**src/rtl/pnode_tag_collector_if.sv**
```systemverilog
// Bundle of the per-node tag handshake and the collected tag stream.
// The slave modport is the collector; the master modport is the node/downstream side.
interface pnode_tag_collector_if #(
  parameter int NCOUNT = 8,
  parameter int TAG_W  = 10,
  parameter int DEPTH  = 16,
  parameter int CH_W   = 3
);
  logic [NCOUNT*TAG_W-1:0]   node_data;
  logic [NCOUNT-1:0]         node_valid;
  logic [NCOUNT-1:0]         node_ack;
  logic [TAG_W-1:0]          tag_data;
  logic [CH_W-1:0]           tag_channel;
  logic                      tag_valid;
  logic                      tag_ready;
  logic [$clog2(DEPTH):0]    fifo_level;

  modport master (
    output node_data, node_valid, tag_ready,
    input  node_ack, tag_data, tag_channel, tag_valid, fifo_level
  );

  modport slave (
    input  node_data, node_valid, tag_ready,
    output node_ack, tag_data, tag_channel, tag_valid, fifo_level
  );
endinterface

```
**src/rtl/pnode_tag_collector.sv**
```systemverilog
// Round-robin collector of per-node match tags into a show-ahead FIFO.
// A granted node is acked one cycle later and is held off for that same cycle.
module pnode_tag_collector #(
  parameter int NCOUNT = 8,
  parameter int TAG_W  = 10,
  parameter int DEPTH  = 16,
  parameter int CH_W   = 3
) (
  input  logic                 clock,
  input  logic                 reset,
  pnode_tag_collector_if.slave bus
);
  localparam int AW = $clog2(DEPTH);
  localparam int LW = AW + 1;
  localparam int EW = CH_W + TAG_W;

  logic [EW-1:0]     mem_r [DEPTH];
  logic [AW-1:0]     wr_ptr_r;
  logic [AW-1:0]     rd_ptr_r;
  logic [LW-1:0]     level_r;
  logic [CH_W-1:0]   rr_ptr_r;
  // The ack register doubles as the hold-off mask: a node acked this cycle is not eligible.
  logic [NCOUNT-1:0] ack_r;

  logic              full_s;
  logic              push_s;
  logic              pop_s;
  logic [NCOUNT-1:0] eligible_s;
  logic              grant_s;
  logic [CH_W-1:0]   grant_idx_s;
  logic [CH_W-1:0]   cand_s;
  logic [TAG_W-1:0]  grant_tag_s;

  assign full_s      = (level_r == LW'(DEPTH));
  assign eligible_s  = full_s ? {NCOUNT{1'b0}} : (bus.node_valid & ~ack_r);
  assign pop_s       = (level_r != {LW{1'b0}}) && bus.tag_ready;
  assign push_s      = grant_s;
  assign grant_tag_s = bus.node_data[int'(grant_idx_s)*TAG_W +: TAG_W];

  // Round-robin search from the pointer; first eligible node wins.
  always_comb begin
    grant_s     = 1'b0;
    grant_idx_s = {CH_W{1'b0}};
    cand_s      = {CH_W{1'b0}};
    for (int i = 0; i < NCOUNT; i++) begin
      cand_s      = rr_ptr_r + CH_W'(i);
      grant_idx_s = (!grant_s && eligible_s[cand_s]) ? cand_s : grant_idx_s;
      grant_s     = grant_s | eligible_s[cand_s];
    end
  end

  // Arbiter pointer, ack/hold-off, FIFO pointers and occupancy.
  always_ff @(posedge clock or posedge reset) begin
    if (reset) begin
      rr_ptr_r <= {CH_W{1'b0}};
      ack_r    <= {NCOUNT{1'b0}};
      wr_ptr_r <= {AW{1'b0}};
      rd_ptr_r <= {AW{1'b0}};
      level_r  <= {LW{1'b0}};
    end else begin
      ack_r <= grant_s ? ({{(NCOUNT-1){1'b0}}, 1'b1} << grant_idx_s) : {NCOUNT{1'b0}};
      if (grant_s) begin
        rr_ptr_r <= grant_idx_s + {{(CH_W-1){1'b0}}, 1'b1};
      end
      if (push_s) begin
        wr_ptr_r <= wr_ptr_r + {{(AW-1){1'b0}}, 1'b1};
      end
      if (pop_s) begin
        rd_ptr_r <= rd_ptr_r + {{(AW-1){1'b0}}, 1'b1};
      end
      case ({push_s, pop_s})
        2'b10:   level_r <= level_r + {{(LW-1){1'b0}}, 1'b1};
        2'b01:   level_r <= level_r - {{(LW-1){1'b0}}, 1'b1};
        default: level_r <= level_r;
      endcase
    end
  end

  // FIFO storage; cleared so the head reads as zero out of reset.
  always_ff @(posedge clock or posedge reset) begin
    if (reset) begin
      for (int i = 0; i < DEPTH; i++) begin
        mem_r[i] <= {EW{1'b0}};
      end
    end else begin
      if (push_s) begin
        mem_r[wr_ptr_r] <= {grant_idx_s, grant_tag_s};
      end
    end
  end

  assign bus.node_ack                     = ack_r;
  assign bus.tag_valid                    = (level_r != {LW{1'b0}});
  assign {bus.tag_channel, bus.tag_data}  = mem_r[rd_ptr_r];
  assign bus.fifo_level                   = level_r;
endmodule

```
**src/flat_wrapper.sv**
```systemverilog
// flat-port wrapper written by rule: the top's interface ports become plain ports
module pnode_tag_collector_flat 
#(
  parameter int NCOUNT = 8,
  parameter int TAG_W  = 10,
  parameter int DEPTH  = 16,
  parameter int CH_W   = 3
)
  (clock, reset, bus_node_data, bus_node_valid, bus_tag_ready, bus_node_ack, bus_tag_data, bus_tag_channel, bus_tag_valid, bus_fifo_level);
  pnode_tag_collector_if #(.NCOUNT(NCOUNT), .TAG_W(TAG_W), .DEPTH(DEPTH), .CH_W(CH_W)) bus_i ();
  input  logic clock;
  input  logic reset;
  input wire logic [$bits(bus_i.node_data)-1:0] bus_node_data;
  input wire logic [$bits(bus_i.node_valid)-1:0] bus_node_valid;
  input wire logic [$bits(bus_i.tag_ready)-1:0] bus_tag_ready;
  output wire logic [$bits(bus_i.node_ack)-1:0] bus_node_ack;
  output wire logic [$bits(bus_i.tag_data)-1:0] bus_tag_data;
  output wire logic [$bits(bus_i.tag_channel)-1:0] bus_tag_channel;
  output wire logic [$bits(bus_i.tag_valid)-1:0] bus_tag_valid;
  output wire logic [$bits(bus_i.fifo_level)-1:0] bus_fifo_level;
  assign bus_i.node_data = bus_node_data;
  assign bus_i.node_valid = bus_node_valid;
  assign bus_i.tag_ready = bus_tag_ready;
  assign bus_node_ack = bus_i.node_ack;
  assign bus_tag_data = bus_i.tag_data;
  assign bus_tag_channel = bus_i.tag_channel;
  assign bus_tag_valid = bus_i.tag_valid;
  assign bus_fifo_level = bus_i.fifo_level;
  pnode_tag_collector #(.NCOUNT(NCOUNT), .TAG_W(TAG_W), .DEPTH(DEPTH), .CH_W(CH_W)) u_core (.clock(clock), .reset(reset), .bus(bus_i));
endmodule
```
**config.mk**
```make
export PLATFORM = sky130hd
export DESIGN_NAME = pnode_tag_collector_flat
export DESIGN_NICKNAME = d
export VERILOG_FILES = /design/src/rtl/pnode_tag_collector_if.sv /design/src/rtl/pnode_tag_collector.sv /design/src/flat_wrapper.sv
export SDC_FILE = /design/constraint.sdc
export NUM_CORES = 1
export LEC_CHECK = 0
export ABC_CLOCK_PERIOD_IN_PS = 18900
export BUFFER_PORTS_ARGS = -buffer_cell sky130_fd_sc_hd__buf_2
export CAP_MARGIN = 10
export CORE_MARGIN = 4
export CORE_UTILIZATION = 35
export CTS_BUF_LIST = sky130_fd_sc_hd__clkbuf_8
export DETAILED_ROUTE_END_ITERATION = 10
export PLACE_DENSITY = 0.48
export SLEW_MARGIN = 20
export SYNTH_ARGS = -nofsm -noshare
export SYNTH_HDL_FRONTEND = slang
export SYNTH_SLANG_ARGS = --single-unit
```
**constraint.sdc**
```tcl
create_clock -name clock -period 18.9 [get_ports clock]
set_input_delay 0.945 -clock clock [delete_from_list [all_inputs] [get_ports clock]]
set_output_delay 0.945 -clock clock [all_outputs]
set_load 0.05 [all_outputs]
```
==> results.md, run 1 <==
- The flow ran to the end, and the final reports show no timing, DRC or antenna violations.
- The clock edge transition at the registers on the reported setup and hold paths is 60 ps.
- Setup total negative slack on the finished layout was measured at 0 ps.
- The number of port buffers is 117.
- Counting instances in the post-synthesis netlist gives the leading cell types as dfrtp_1, mux2_2, nand2_1.
- The count of final max-slew check failures is 0.
- Setup repair after global routing left no endpoint under its margin.
- After clock tree synthesis, the flow added hold-fix buffers numbering 0.
- 118 I/O pins were placed.
- In this run the deepest clock path goes through 3 buffers.
- The first-pass iteration count of the detailed router is 5.
- The routed via count is 8789.
- STA puts the critical path data arrival time at 5640 ps.
- The setup slack on the worst flop-to-flop path is 13750 ps.
- The clock arrives with 33.0 ps of skew.
- Global routing finished with a remaining overflow of 0.
- Setup violations remaining at the end of the flow were counted as 0.
- The die covers 40200 sq um.
- The type of the worst setup path is reg2reg.
- After filler insertion, the fill cell instance count of the layout stands at 3496.
- The half-perimeter wire length after placement is 23.3 mm.
- The endpoint of the most critical register-to-register path is u_core.mem_r[30].
- The cell taking the most area after synthesis is dfrtp_1.
- The number of global-route vias before repair was 9012.
- The CTS buffer count is 42.
- The worst hold path begins at u_core.mem_r[166].
- The min-delay analysis places its worst path in the category reg2reg.
- Across every metal layer, demand over resource in global routing totals 18.0%.
- The CTS sink count is 232.
- The routed wirelength normalized by instance count is 23.0 um.
- After synthesis, the cell types taking the most area are dfrtp_1, mux2_2, mux4_2, nand2_1, o21ai_0.
- The worst hold path was traced through 2 stages.
- The number of flops mapped to enable cells by yosys is 0.
- In this run the critical register-to-register path is launched from u_core.rr_ptr_r[0].
- Entering global routing, the biggest net connects 102 pins.
- Dividing the detail-routed via count by the number of cells gives 5.52.
- Counting flops with an async set or reset pin after synthesis yields a share of 100%.
- The floorplan step defined a core boundary enclosing 36600 sq um.
- The largest individual stage delay along the critical path comes from the cell dfrtp_1.
- The floorplan die height is 200 um.
- The overall die width is 200 um.
- For this run, the number of Yosys warnings is 0.
- The shortest clock period the worst path allows after layout is 5150 ps.
- The register area share after synthesis is 44.8%.
- The mapped netlist covers 13000 sq um.
- The signal on the critical path passes through ha_1, xor2_1, mux4_2, a22o_1, a21oi_1, nand2_1, o22ai_4, buf_4, a211oi_1, o2bb2ai_1, nor3_4, mux2_2.
- The type of destination of the critical path is a register.
- The post-CTS repair timing setup buffer count is 0.
- Dividing the final minimum period by the clock period gives 27.3%.
- The number of gates resized after CTS was 0.
- CTS built an H-tree with a depth of 2.
- The worst-path maximum fanout is 33.
- After the first detailed-routing iteration, the DRC count stood at 561.
- The synthesized area per cell is 13.0 sq um.
- The worst-margin pin slew is 1050 ps.
- The number of hold violations in the final report was 0.
- The peak per-stage delay on the critical path is 890 ps.
- The path with the worst hold slack has its endpoint at u_core.mem_r[166].
- The initial antenna violation count is 1.
- The share of the synthesized area in the top cell type is 44.8%.
- The clock reaches the later pin of the worst-skew pair after 560 ps.
- dfrtp_1 is the most common cell in the netlist.
- Relative to the synthesized area, the layout overhead comes to 14.3%.
- After detailed routing, the number of remaining DRC violations is 0.
- The total number of nets in the final design is 1199.
- In this run, distinct cell masters in the synthesized netlist total 84.
- The routability congestion estimate from global placement is 0.826.
- The global-route wire length before repair is 56.8 mm.
- The starting density of the core is 35.4%.
- Measured against its own limit, the worst slew margin works out to 29.5%.
- Timing would allow up to 194 MHz.
- The tree is rooted in a clkbuf_8.
- The worst setup path is launched from a register.
- TritonCTS built the clock tree.
- The final antenna-violating net count is 0.
- The layout cell share with drive strength beyond 1 is 45.1%.
- The number of nets in the synthesized netlist is 1102.
- The tool flagged a number of max-cap violations equal to 0.
- The post-synthesis sequential element count is 232.
- For the worst flop-to-flop path, the logic depth is 12.
- The total wire length is 36.6 mm.
- In this run the core area contains 70 standard-cell rows.
- The number of standard cells after synthesis is 994.
- The predominant post-synthesis flop cell is dfrtp_1.
- Data on the critical path is required at its endpoint by 19380 ps.
cell families after synthesis:
family                   share of synthesized area [%]
adder cells (fa/ha/maj)                           1.64
XOR/XNOR                                          1.15
multiplexers                                      28.4
AO/OA/AOI/OAI                                     9.61
flip-flops                                        44.8
buffers and inverters                             4.14
AND/OR/NAND/NOR                                   10.3
routing by layer:
layer | global-route usage, % | share of wire, %
met3 | 2.39 | 3.8
met5 | 0 | 0
met2 | 28.7 | 47
met4 | 4.18 | 2.0
met1 | 26.3 | 47
layout make-up:
| type | count | area, sq um | area share, % |
|---|---|---|---|
| clock buffer | 54 | 743 | 5.02 |
| antenna | 1 | 2.50 | 0.0169 |
| timing repair buffer | 128 | 668 | 4.51 |
| multi-input combinational | 665 | 6630 | 44.8 |
| sequential | 232 | 5810 | 39.2 |
| inverter | 22 | 97.6 | 0.659 |
| tap | 468 | 586 | 3.95 |
| clock inverter | 22 | 277 | 1.87 |
critical path, delay by kind of cell (launching register included):
| kind | cells | cell delay, ps |
|---|---|---|
| adders and majority gates | 1 | 360 |
| buffers and inverters | 1 | 460 |
| muxes | 2 | 680 |
| and+or+nand+nor | 2 | 940 |
| DFF | 1 | 890 |
| AOI/OAI and AO/OA | 5 | 1430 |
| xor gates and xnor gates | 1 | 300 |
sequential cells by signal, summed over array words and instances (netlist names):
name                   count
u_core.rd_ptr_r            4
u_core.wr_ptr_r            4
u_core.bus.node_ack        8
u_core.bus.fifo_level      5
u_core.rr_ptr_r            3
u_core.mem_r             208
cells in the final DEF (no fill, tap or decap), types with 6 or more instances in the layout:
master,instances
a21oi_1,12
clkbuf_8,54
mux4_2,76
dfrtp_1,230
nand3_1,21
xor2_1,7
nand2_1,81
clkinv_2,6
o21ai_0,45
nor2b_1,14
o2bb2ai_1,7
nor2_1,14
nor3_4,9
inv_1,23
bufinv_16,6
nand2b_1,9
nand4_1,16
a221oi_1,10
a211oi_1,8
ha_1,17
xnor2_1,10
buf_2,117
mux2_2,173
nor3_2,9
buf_4,11
o211ai_1,14
a22o_1,19
per-stage QoR:
step / instances / setup WS [ps] / hold WS [ps] / cell area [sq um] / util (%)
3_5_place_dp: 1515 / 13720 / 466 / 13800 / 37.7
6_report: 1592 / 13750 / 472 / 14800 / 40.5
3_3_place_gp: 1515 / 13770 / 457 / 13800 / 37.7
5_1_grt: 1592 / 13380 / 497 / 14800 / 40.5
4_1_cts: 1591 / 13700 / 479 / 14800 / 40.5
2_1_floorplan: 994 / 11590 / 445 / 13000 / -
how the worst max path moves through the flow:
| stage | start | cells past startpoint | endpoint | slack, ps |
|---|---|---|---|---|
| finish | u_core.rr_ptr_r[0] | 12 | u_core.mem_r[30] | 13750 |
| global route | u_core.rr_ptr_r[0] | 17 | u_core.bus.fifo_level[4] | 13380 |
| CTS | u_core.rr_ptr_r[0] | 12 | u_core.mem_r[31] | 13700 |
| detailed placement | u_core.rr_ptr_r[0] | 12 | u_core.mem_r[122] | 13720 |
| global placement | u_core.rr_ptr_r[0] | 12 | u_core.mem_r[32] | 13770 |
| floorplan | reset | 1 | u_core.bus.fifo_level[0] | 11590 |
Power of run 1 is not shown: default switching activity piles up to over one toggle a cycle in this logic, so the estimate is an artifact.
==> run 2: changes to the inputs <==
Settings changed: ABC_AREA set to 1, ABC_CLOCK_PERIOD_IN_PS 18900 to 4200, PLACE_DENSITY 0.48 to 0.49.
Clock period 18.9 ns to 4.2 ns, I/O delays scaled along.
==> results.md, run 2 <==
- The run finished with clean final reports.
- The floorplan step defined a die boundary enclosing 44200 sq um.
- The starting density of the core is 35.7%.
- Relative to the synthesized area, the layout overhead comes to 11.9%.
- Yosys mapped the design onto 41 distinct sky130hd cell types.
- The signal arrival time at the worst endpoint is 4240 ps.
- The number of nets in the synthesized netlist is 1827.
- The portion of synthesized area spent on multiplexers is 3.22%.
- The cell taking the most area after synthesis is dfrtp_1.
- The xor and xnor fraction of the mapped netlist area is 0.734%.
- The most common cell in the synthesized netlist is nand2_1.
- The clock tree synthesis step divided the H-tree into 2 levels.
- In the synthesized netlist the dominant register cell turns out to be dfrtp_1.
- The number of flops mapped to enable cells by yosys is 0.
- Port buffering added 117 buffers.
- The routed wirelength normalized by instance count is 19.6 um.
- The number of flip-flops in the largest register is 208.
- The half-perimeter wire length after placement is 29.7 mm.
- Once the clock tree was built, the setup fixing pass inserted 0 buffers.
- The worst path uses 90.7% of the clock period.
- The number of hold violations in the final report is 0.
- The global-route wire length before repair is 71.9 mm.
- The library cells used most frequently in the layout, excluding fill and tap cells, are nand2_1, dfrtp_1, inv_1.
- The largest family of logic cells by synthesized area is simple AND/OR/NAND/NOR gates.
- The global-route usage over all layers is 20.6%.
- Setup repair after global routing left no endpoint under its margin.
- The Yosys step of the flow raised 0 warnings.
- Row generation in the floorplan step produced 73 rows.
- The diode insertion count for antenna repair is 0.
- In this run the worst hold path is classified as in2reg.
- The pre-antenna-repair detailed-routing pass consisted of 8 iterations.
- Yosys attributes the largest share of cell area to dfrtp_1, nand2_1, nand3_2, nand3_1, o21ai_0.
- The library cell used as clock root buffer is clkbuf_8.
- The clock edge transition at the registers on the reported setup and hold paths is 60 ps.
- The worst-margin pin slew is 969 ps.
- The final number of setup-violating endpoints is 0.
- Routability-driven placement finished with a final weighted congestion of 0.825.
- For this design, the slowest cell found on the critical path is dfrtp_2.
- The peak per-stage delay on the critical path is 460 ps.
- The adder-cell area share of the yosys netlist is 1.49%.
- For this design, the sink count on the clock tree is 232.
- The core region is 40100 sq um.
- In the routed design, unresolved DRC markers number 0.
- The commonest cells after synthesis are nand2_1, dfrtp_1, inv_1.
- The area fraction in and, or, nand and nor cells after synthesis is 34.3%.
- Of all flip-flops after synthesis, the portion carrying an async set or reset was 100%.
- The first routing iteration left 839 violations.
- The type of destination of the critical path is a register.
- Timing would allow up to 262 MHz.
- The overall die width is 210 um.
- The startpoint type of the worst setup path is a register.
- After routing, the total negative slack on setup checks comes to 0 ps.
- The required time at the worst-slack endpoint is 4630 ps.
- Traced cell by cell, the critical path runs through clkinv_1, ha_1, xor2_1, inv_1, nand3_1, nand2_1, inv_2, nand4_4, nor2_8, nand2_1, nor2_4, ha_1, xor2_1, ha_1, nor2_1, o21ai_0, a21oi_1, inv_1, o21ai_0, a21oi_1, xor2_1.
- After synthesis the netlist holds a flip-flop and latch count of 232.
- The worst path in the final design needs a cycle of 3810 ps, including I/O delays and setup.
- The synthesized area per cell is 8.33 sq um.
- The total number of nets in the final design is 1915.
- Once detail routing completed, the nets flagged for antenna violations numbered 0.
- After detailed routing, the number of vias per cell comes to 5.13.
- The share of synthesized area in the top cell type comes to 40.6%.
- The post-route clock skew is 16.8 ps.
- The layout cell share with drive strength beyond 1 is 22.6%.
- The initial antenna violation count was 1.
- The number of global-route vias before repair is 12000.
- In this run the worst path has a maximum fanout of 9.
- The share of the Yosys chip area taken by registers is 40.6%.
- The register with the most flip-flops is u_core.mem_r.
- The fraction of the mapped netlist area in compound gates is 9.69%.
- The critical path is of the reg2reg type.
- In this run the cell area of the synthesized design comes to 14300 sq um.
- The pin count of the biggest net entering global routing is 144.
- The CTS buffer count is 45.
- The routed via count is 12100.
- The clock passes through at most 3 buffers.
- Leaving out fill and tap cells, the most frequent cell in the layout is nand2_1.
- The clock latency of the later-clocked register in the worst-skew pair is 560 ps.
- The I/O pin count is 118.
- The global route total overflow is 0.
- The floorplan die height is 210 um.
- The tightest slew margin relative to the limit is 35.4%.
- The final layout contains routed wiring with a total length of 46.3 mm.
- The number of standard cells after synthesis is 1719.
- The number of maximum-capacitance violations is 0.
- The count of final max-slew check failures is 0.
- TritonCTS built the clock tree.
==> run 2: cell count changes after synthesis, moves of 76 or more <==
cell and change:
mux2_2 -173, mux4_2 -76, o21ai_0 +86, nand3_2 +127, nand3_1 +117, inv_1 +140, nand2_1 +395
==> run 2: stage by stage <==
step | std cells | hold WS, ps | util, % | instance area (sq um) | setup WS [ps]
after CTS | 2364 | 310 | 40.0 | 16000 | 193
after global routing | 2364 | 358 | 40.0 | 16000 | 8.37
after global placement | 2283 | 450 | 37.8 | 15100 | 287
final | 2364 | 344 | 40.0 | 16000 | 389
after floorplan | 1719 | 389 | - | 14300 | 549
after detailed placement | 2283 | 434 | 37.8 | 15100 | 197
==> run 2: layer usage <==
metal	up-vias	GRT usage (%)	part of all wire (%)
li1	5798	-	-
met1	5922	28.3	45
met2	335	34.1	47
met3	70	3.41	5.3
met4	2	5.27	2.1
met5	-	0	0.022
==> run 2: path summary, 6_finish.rpt <==
path                                          from                  endpoint  slack (ps)  cells after the start
max in group asynchronous                    reset        u_core.rd_ptr_r[0]        3000                      4
worst max-delay path            u_core.rr_ptr_r[1]  u_core.bus.fifo_level[4]         390                     21
worst max register to register  u_core.rr_ptr_r[1]  u_core.bus.fifo_level[4]         390                     21
worst min-delay path             bus_node_data[70]         u_core.mem_r[169]         340                      7
worst min register to register   u_core.mem_r[198]         u_core.mem_r[198]         480                      2
min in group asynchronous                    reset         u_core.mem_r[203]         350                      4
==> run 2: cell type report <==
cell class / count / area (sq um)
inverter: 175 / 666
clock inverter: 24 / 92.6
timing repair buffer: 158 / 961
fill: 4144 / 24100
clock buffer: 55 / 757
multi-input combinational: 1195 / 7080
tap: 525 / 657
sequential: 232 / 5810
==> run 2: worst max-delay path: cells and delay by family (launching register included) <==
family                   cells  cell delay (ps)
flip-flops                   1              460
XOR/XNOR                     3              660
buffers and inverters        4              370
AO/OA/AOI/OAI                4              460
AND/OR/NAND/NOR              7             1020
adder cells (fa/ha/maj)      3              710
==> run 2: kinds of logic (layout without fill, tap and decap cells) <==
kind of cell             Yosys count  count (layout)
multiplexers                      46              46
AND/OR/NAND/NOR                  874             874
AO/OA/AOI/OAI                    246             246
XOR/XNOR                          12              12
flip-flops                       232             232
buffers and inverters            292             412
adder cells (fa/ha/maj)           17              17
==> run 2: what timing repair did <==
action,4_1_cts,5_1_grt
gates resized for setup,0,2
endpoints found under the setup margin,0,16
hold buffers,2,0
hold endpoints to repair,153,0
Power of run 2 is left out for the same reason.
